`src/rtl/pulse_event_fifo.sv`:
```
// First-word-fall-through FIFO of pulse event vectors with one-cycle drop flag.
// Optional 8-bit saturating drop counter is enabled by PULSE_EVENT_FIFO_OVF_CNT_EN.
module pulse_event_fifo #(
   parameter int data_w = 1,
   parameter int depth  = 8
) (
   input  logic                         clk,
   input  logic                         rst,
   input  logic [data_w-1:0]            pulse_in,
   output logic                         ev_valid,
   output logic [data_w-1:0]            ev_data,
   input  logic                         ev_ready,
   output logic [$clog2(depth+1)-1:0]   count,
   output logic                         full,
   output logic                         overflow
`ifdef PULSE_EVENT_FIFO_OVF_CNT_EN
   ,
   output logic [7:0]                   ovf_cnt
`endif
);

   localparam int ptr_w = $clog2(depth);
   localparam int cnt_w = $clog2(depth + 1);
   localparam logic [cnt_w-1:0] depth_c = cnt_w'(depth);

   logic [data_w-1:0] mem [depth];
   logic [ptr_w-1:0]  wr_ptr;
   logic [ptr_w-1:0]  rd_ptr;
   logic              push;
   logic              pop;
   logic              wr_en;
   logic              drop;

   // A full FIFO still accepts a push when the head leaves in the same cycle.
   assign push     = |pulse_in;
   assign pop      = ev_valid & ev_ready;
   assign wr_en    = push & (~full | pop);
   assign drop     = push & full & ~pop;
   assign ev_valid = (count != '0);
   assign full     = (count == depth_c);
   assign ev_data  = mem[rd_ptr];

   always_ff @(posedge clk) begin
      if (rst) begin
         wr_ptr   <= '0;
         rd_ptr   <= '0;
         count    <= '0;
         overflow <= 1'b0;
      end else begin
         if (wr_en) begin
            wr_ptr <= wr_ptr + ptr_w'(1);
         end
         if (pop) begin
            rd_ptr <= rd_ptr + ptr_w'(1);
         end
         case ({wr_en, pop})
            2'b10:   count <= count + cnt_w'(1);
            2'b01:   count <= count - cnt_w'(1);
            default: count <= count;
         endcase
         overflow <= drop;
      end
   end

   // Storage has no reset; the pointers alone define which entries are live.
   always_ff @(posedge clk) begin
      if (wr_en && !rst) begin
         mem[wr_ptr] <= pulse_in;
      end
   end

`ifdef PULSE_EVENT_FIFO_OVF_CNT_EN
   always_ff @(posedge clk) begin
      if (rst) begin
         ovf_cnt <= '0;
      end else if (drop && (ovf_cnt != 8'hFF)) begin
         ovf_cnt <= ovf_cnt + 8'd1;
      end
   end
`endif

endmodule

```
`config.mk`:
```
export PLATFORM = sky130hd
export DESIGN_NAME = pulse_event_fifo
export DESIGN_NICKNAME = d
export VERILOG_FILES = /design/src/rtl/pulse_event_fifo.sv
export SDC_FILE = /design/constraint.sdc
export NUM_CORES = 1
export LEC_CHECK = 0
export CAP_MARGIN = 20
export CORE_ASPECT_RATIO = 1.25
export CORE_MARGIN = 10
export CORE_UTILIZATION = 33
export DETAILED_ROUTE_END_ITERATION = 7
export GPL_TIMING_DRIVEN = 1
export PLACE_DENSITY = 0.64
export SLEW_MARGIN = 20
export SYNTH_ARGS = -nofsm -noshare
export SYNTH_HDL_FRONTEND = slang
export SYNTH_SLANG_ARGS = --single-unit
```
`constraint.sdc`:
```
create_clock -name clk -period 4.1 [get_ports clk]
set_clock_uncertainty 0.1 [all_clocks]
set_input_delay 0.82 -clock clk [delete_from_list [all_inputs] [get_ports clk]]
set_output_delay 0.82 -clock clk [all_outputs]
set_load 0.02 [all_outputs]
```
## Word-level counts from Yosys, hierarchy flattened

Memories as Yosys holds them, arrays and structs flattened. A register that Yosys moved wholly into a read port is not among the register bits.
Index checks and enable logic that the tools add are counted.

| cells by class | value |
|---|---|
| add/sub/neg operators | 4 |
| multiply operators | 0 |
| divide/modulo/power cells | 0 |
| $lt $le $gt $ge | 0 |
| equal/unequal tests | 3 |
| shift-type cells | 0 |
| mux-type cells | 5 |
| bitwise operators | 7 |
| reductions and logical operators | 4 |

Operators by type and width:

| cell | number |
|---|---|
| case mux 4 bit (2 select lines) | 1 |
| adder 3 x 1 -> 3 bit, second input constant | 2 |
| 2-to-1 mux 3 bit | 2 |
| adder 4 x 1 -> 4 bit, second input constant | 1 |
| bitwise AND 1 bit | 4 |
| equality test 4 bit, second input constant | 1 |
| nonzero test 4 bit | 1 |
| subtractor 4 x 1 -> 4 bit, second input constant | 1 |
| equality test 2 x 1 -> 1 bit, second input constant | 1 |
| equality test 2 bit, second input constant | 1 |
| 2-to-1 mux 1 bit | 2 |
| inverter 1 bit | 2 |
| nonzero test 2 bit | 1 |
| logical AND 1 bit | 1 |
| zero test 1 bit | 1 |
| OR 1 bit | 1 |

| storage, ports and cells | value |
|---|---|
| register bits | 11 |
| bits in latches | 0 |
| RAM bits | 8 |
| ROM bits | 0 |
| output and inout port bits | 8 |
| logic and storage cells | 28 |
| memories | 1 |

Memories:

| name | depth | bits a word | read ports | clocked after Yosys merged registers in | wr ports | RTL line | source |
|---|---|---|---|---|---|---|---|
| mem | 8 | 1 | 1 | 1 | 1 | 26 | `logic [data_w-1:0] mem [depth];` |

## Logic depth before layout (Yosys ltp)

Gate-level depths: netlist of the first run.

| depth | value |
|---|---|
| depth after elaboration | 7 |
| gate-level depth with buffers | 9 |

## Worst setup path before layout of the first run

No wires, ideal clock.

| path | value |
|---|---|
| kind | input to register |
| start | in pulse_in |
| end | reg count[2] |
| data arrival time | 2.253 ns |
| slack | 1.651 ns |
| cell stages on the path | 8 |
| path buffers | 1 |
| path through | clkbuf_1 > nor2b_1 > o21ai_0 > xnor2_1 > ha_1 > nor2_1 > or4b_1 > o311ai_1 |

| between the ends | value |
|---|---|
| word-level cells in the longest chain between the ends | 3 |
| elaborated cells between the ends (all ways) | 5 |
| classes of those cells | eq/ne: 2; mux: 1; bitwise: 1; reduce/logical: 1 |

RTL lines:

| item | RTL line | source |
|---|---|---|
| start, declared | 9 | `input logic [data_w-1:0] pulse_in,` |
| bitwise AND 1 bit * | 37 | `assign wr_en = push & (~full \| pop);` |
| equality test 2 x 1 -> 1 bit / equality test 2 bit (equally long branches) | 56 | `case ({wr_en, pop})` |
| case mux 4 bit (2 select lines) / nonzero test 2 bit (equally long branches) | -- |  |
| end signal, assigned | 57 | `2'b10: count <= count + cnt_w'(1);` |
| end signal, assigned | 58 | `2'b01: count <= count - cnt_w'(1);` |
| end signal, assigned | 59 | `default: count <= count;` |
| end, declared | 13 | `output logic [$clog2(depth+1)-1:0] count,` |

Every way passes the cells marked *; elsewhere a longest branch is shown, timed or not.
A chain may end at the register's enable or synchronous reset.

## Worst setup path in the final report of the first run

| path | value |
|---|---|
| start | reg count[2] |
| end | out full |

| between the ends | value |
|---|---|
| word-level cells in the longest chain between the ends | 1 |

RTL lines:

| item | RTL line | source |
|---|---|---|
| equality test 4 bit | 40 | `assign full = (count == depth_c);` |
| end, declared | 14 | `output logic full,` |

Every way passes these cells.

==> metrics, run 1 <==
fin crit share 0.7131; TritonCTS clock tree yes; Slew Viols, Final 0; post-placement cell count 140; Worst-Margin Slew 588.7 ps; R2R cell count 7; Hold Fails Final Rpt 0; IO buf count 11; VDD IR-drop max approximately 0.24 mV; Die X 70.39 um; Clock Sink Count 22; post-CTS sizing 0; IO Pins 12; mean post-synth cell area around 11 um^2; via count 719; Final Power 544.1 uW; worst hold stages 2; final WL between 1.5 and 2 mm; Distinct cells, synth 32; crit-path cells or3_1, nor2_1, clkdlybuf4s50_1; H-tree Lvls 1; ys flop type dfxtp_1; Worst-path clk slew 110 ps; unrepaired setup endpoints after global routing false; fin nets around 120; initial core utilization 0.3490; antenna fix cells 0; ys async rst share 0; Layout fillers 287; Tmin final 2924 ps; clk_lat worst skew 290 ps; synth warn 0; crit path max fanout 11; Hold Slack 446.6 ps; CP Class reg2out; total gr overflow 0; clock power share 0.173; FF-to-FF Start count[2]; share of cells above drive strength 1 0.09259; CP endpoint kind output port; largest net degree at the start of global routing 19; CP required 3180 ps; CTS Buf Count 3; Pre-Repair DR Iteration Count 4; Total Routing Usage GR 0.06633; final setup fails 0; drt drc 0; clock buffer depth 2; Post-CTS Setup Bufs 0; RR Endpoint count[2]; fmax around 0.34 GHz; Pwr per Cell Area 449.7 mW/mm^2; vias in the first global route 770; Core Box Area 0.003000 mm^2; vias per cell ~5.0; Worst Hold Class reg2reg; area grow syn2layout 15.53%; Reg2Reg Setup Slack about 1600 ps; Rows 22; number of synthesized register bits 22; syn_nets 104; Rel. slew slack 0.6063; WP data arrival roughly 2000 ps; Power Internal 367.0 uW; Die Area a little under 0.006 mm^2; Synth Instances between 90 and 100; post-route ant nets 0; Post-Route Setup TNS 0 ps; final cell count without fillers 144; cell chosen for the clock root clkbuf_4; first-pass GRT wire length about 3.4 mm; Die H 82.99 um; P_leak ~0.00042 uW; per-cell routed wire length 13.20 um; Post-synth EDFFs 8; Psw 177.2 uW; crit path launch type flop; initial antenna violation count 0; Synth Cell Area 0.001047 mm^2; max cap viols 0; detailed placer's ending HPWL 1.434 mm; GP Congestion about 0.8; Slowest-stage cell, CP clkdlybuf4s50_1; Worst Setup SP count[2]; Net Sw Frac 0.3256; Setup crit end full; Comb pwr share 0.324; Seq/Total Area, Yosys 0.4970; Seq pwr share 0.503; Iter 0 DRT Violations 23; CP peak stage delay 620 ps; CTS Hold Bufs 0; status finished clean
[layer usage]
| layer | wire [um] | part of all wire | GRT usage |
|---|---|---|---|
| met4 | 12 | 0.0063 | 0.01613 |
| met5 | 0 | 0 | 0 |
| met2 | 914 | 0.48 | 0.1134 |
| met3 | 116 | 0.061 | 0.02976 |
| met1 | 857 | 0.45 | 0.07197 |
[cells by family (layout without fill, tap and decap cells)]
family | count (synthesis) | count (layout) | share of synthesized area
muxes | 6 | 6 | 0.08243
and+or+nand+nor | 38 | 38 | 0.1840
AOI/OAI and AO/OA | 13 | 13 | 0.1016
xor gates and xnor gates | 8 | 8 | 0.06691
DFF | 22 | 22 | 0.4970
buffers and inverters | 7 | 18 | 0.03226
adders and majority gates | 3 | 3 | 0.03585
[area by class of cell]
| cell class | instances | area (um^2) | share of cell area |
|---|---|---|---|
| repair buffers | 12 | 117.6 | 0.09721 |
| clock inverters | 1 | 3.754 | 0.003102 |
| clock buffers | 3 | 22.52 | 0.01861 |
| multi-input cells | 68 | 493.0 | 0.4074 |
| flip-flops and latches | 22 | 520.5 | 0.4302 |
| well taps | 36 | 45.04 | 0.03723 |
| inverters | 2 | 7.507 | 0.006205 |
[worst min-delay path by stage]
stage	start	to	slack [ps]
2_1_floorplan	rd_ptr[2]	flop	380
3_3_place_gp	wr_ptr[2]	wr_ptr[2]	420
3_5_place_dp	wr_ptr[2]	wr_ptr[2]	420
4_1_cts	wr_ptr[2]	wr_ptr[2]	450
5_1_grt	count[2]	count[3]	500
6_report	wr_ptr[2]	wr_ptr[2]	450
[Yosys cell counts, types with 2 or more instances]
master,n,area (um^2)
clkbuf_1,4,15.01
dfxtp_1,14,280.3
edfxtp_1,8,240.2
ha_1,3,37.54
inv_1,2,7.510
mux2i_1,3,30.03
mux4_2,2,45.04
nand2_1,3,11.26
nand2b_1,4,25.02
nor2_1,16,60.06
nor2b_1,2,12.51
nor3_1,3,15.01
nor4_1,4,25.02
o211ai_1,2,15.01
o21ai_0,2,10.01
o21ai_1,2,10.01
o311ai_0,2,17.52
xnor2_1,3,26.28
xor2_1,5,43.79
[cells in the final DEF (no fill, tap or decap), types with 4 or more instances in the layout]
cell type	n
clkdlybuf4s50_1	11
dfxtp_1	14
edfxtp_1	8
nand2b_1	4
nor2_1	16
nor4_1	4
xor2_1	5
[worst max-delay path, delay by kind of cell, from the launching register on]
kind,cells,cell delay [ps]
and+or+nand+nor,2,700
buffers and inverters,1,620
DFF,1,390
[power by group through the flow]
stage	logic [uW]	clock network (uW)	registers (uW)
5_1_grt	198	110	278
3_5_place_dp	177	0	278
4_1_cts	178	100	274
2_1_floorplan	124	0	282
6_report	176	94.0	274
3_3_place_gp	173	0	278
[metrics by stage]
| stage | worst slack, ps | cell area, um^2 | util |
|---|---|---|---|
| 3_3_place_gp | 1153 | 1184 | 0.3945 |
| 6_report | 1176 | 1210 | 0.4033 |
| 5_1_grt | 1062 | 1210 | 0.4033 |
| 2_1_floorplan | 1651 | 1047 | - |
| 4_1_cts | 1146 | 1210 | 0.4033 |
| 3_5_place_dp | 1032 | 1184 | 0.3945 |
Power figures use the tool's default switching activity.
==> inputs of run 2 (changes only) <==
PLACE_DENSITY = 0.66   (was 0.64)
clock period = 2.5 ns   (was 4.1 ns; I/O delays follow)
==> metrics, run 2 (synthesized netlist as in run 1, its figures left out) <==
Slowest-stage cell, CP mux4_2; Net Sw Frac 0.3238 (-0.001836); detailed placer's ending HPWL 1.533 mm (+6.8%); worst setup margin 131.0 ps (-1045 ps); via count 748 (+4.0%); Psw 295.5 uW (+67%); Tmin final around 2400 ps; IO Pins 12 (unchanged); Hold Slack 441.7 ps (-4.885 ps); Core Box Area 0.003000 mm^2 (unchanged); antenna fix cells 0 (unchanged); footprint of the multi-input gates 493.0 um^2 (unchanged); H-tree Lvls 1 (unchanged); per-cell routed wire length 13.21 um (+0.10%); Seq pwr share 0.486 (-0.017); Worst-path clk slew 110 ps (about the same); Worst-Margin Slew 458.6 ps (-130.1 ps); Clock Sink Count 22 (unchanged); Slew Viols, Final 0 (unchanged); final cell count without fillers 149 (+3.5%); Total Routing Usage GR 0.06749 (+0.001161); area grow syn2layout 19.47%; Die H 82.99 um (unchanged); CTS Buf Count 3 (unchanged); share of cells above drive strength 1 0.1327 (+0.04015); clock power share 0.172 (about the same); most common cell after layout, fill and taps aside nor2_1; final core occ 0.4170 (+0.01376); cell chosen for the clock root clkbuf_4; fmax roughly 0.42 GHz; largest net degree at the start of global routing 18 (-1); vias per cell 5.020 (+0.54%); Power Internal 617.2 uW (+68%); crit-path cells mux4_2, mux2_2, dlygate4sd2_1; IO buf count 11 (unchanged); fin nets 121 (+4.3%); CP peak stage delay 510 ps (-110 ps); drt drc 0 (unchanged); final WL 1.969 mm (+3.6%); max cap viols 0 (unchanged); unrepaired setup endpoints after global routing false; CP required 1900 ps (-1280 ps); Pwr per Cell Area 729.4 mW/mm^2 (+62%); Hold Fails Final Rpt 0 (unchanged); WP data arrival 1770 ps (-230 ps); pre-CTS setup slack -5.172 ps (-1037 ps); Iter 0 DRT Violations 16 (-30%); P_leak 0.0004755 uW (+13%); Die X 70.39 um (unchanged); status finished clean; total gr overflow 0 (unchanged); TritonCTS clock tree yes; Comb pwr share 0.342 (+0.018); vias in the first global route 748 (-2.9%); clk_lat worst skew 300 ps (about the same); Worst Hold Class reg2reg; Layout fillers 300 (+4.5%); VDD IR-drop max 0.4437 mV (+85%); CTS Hold Bufs 0 (unchanged); CP Class reg2out; GP Congestion 0.7894 (-0.35%); first-pass GRT wire length 3.394 mm (+1.0%); crit path launch type flop; Die Area 0.005841 mm^2 (unchanged); initial antenna violation count 0 (unchanged); CP endpoint kind output port; post-CTS sizing 1 (+1); commonest cells after routing, fill and taps aside nor2_1, dfxtp_1, clkdlybuf4s50_1, edfxtp_1, buf_4; Post-CTS Setup Bufs 0 (unchanged); crit path max fanout 2 (-9); post-route ant nets 0 (unchanged); Rows 22 (unchanged); final setup fails 0 (unchanged); clock buffer depth 2 (unchanged); post-placement cell count 145 (+3.6%); fin crit share 0.9476; initial core utilization 0.3490 (unchanged); register area 520.5 um^2 (unchanged); Rel. slew slack 0.6911 (+0.08474); Pre-Repair DR Iteration Count 4 (unchanged)
-- run 2: cell count changes in the layout (fill, tap and decap cells not counted) --
cell,before,now
clkdlybuf4s50_1,11,8
dlygate4sd2_1,0,1
buf_4,1,6
dlymetal6s2s_1,0,2
-- run 2: through the flow --
stage	area (um^2)	setup TNS, ps	power [uW]
2_1_floorplan	1047	0	665.9
4_1_cts	1246	0	930.1
3_5_place_dp	1221	-5.172	775.3
5_1_grt	1251	0	979.5
6_report	1251	0	912.7
3_3_place_gp	1221	0	765.2
-- run 2: final cells by class --
cell class,count,area share
flip-flops and latches,22,0.4160
multi-input cells,68,0.3940
repair buffers,17,0.1270
well taps,36,0.03600
clock buffers,3,0.01800
inverters,2,0.006000
clock inverters,1,0.003000
-- run 2: metal layers --
metal,track usage,routed length (um),vias to the layer above,share of wire
met3,0.02857,107,2,0.054
met2,0.1044,928,10,0.47
met1,0.08350,925,354,0.47
met5,0,0,-,0
met4,0.01613,8,0,0.0041
li1,-,-,382,-
-- run 2: power groups by stage --
stage	clock network, uW	registers, uW	logic, uW
3_5_place_dp	0	452	323
4_1_cts	164	445	321
6_report	157	444	312
2_1_floorplan	0	462	203
5_1_grt	182	450	348
3_3_place_gp	0	451	314
-- run 2: final timing paths --
| check | startpoint | slack (ps) | cells after the start | endpoint |
|---|---|---|---|---|
| setup / recovery | flop | 130 | 3 | ev_data |
| hold / removal | rd_ptr[2] | 440 | 2 | flop |
| setup reg to reg | count[2] | 250 | 7 | count[2] |
| hold reg to reg | rd_ptr[2] | 440 | 2 | flop |
-- run 2: critical path, delay by kind of cell, from the launching register on --
| family | cells | cell delay [ps] |
|---|---|---|
| mux | 2 | 780 |
| buf+inv | 1 | 320 |
| flops | 1 | 390 |
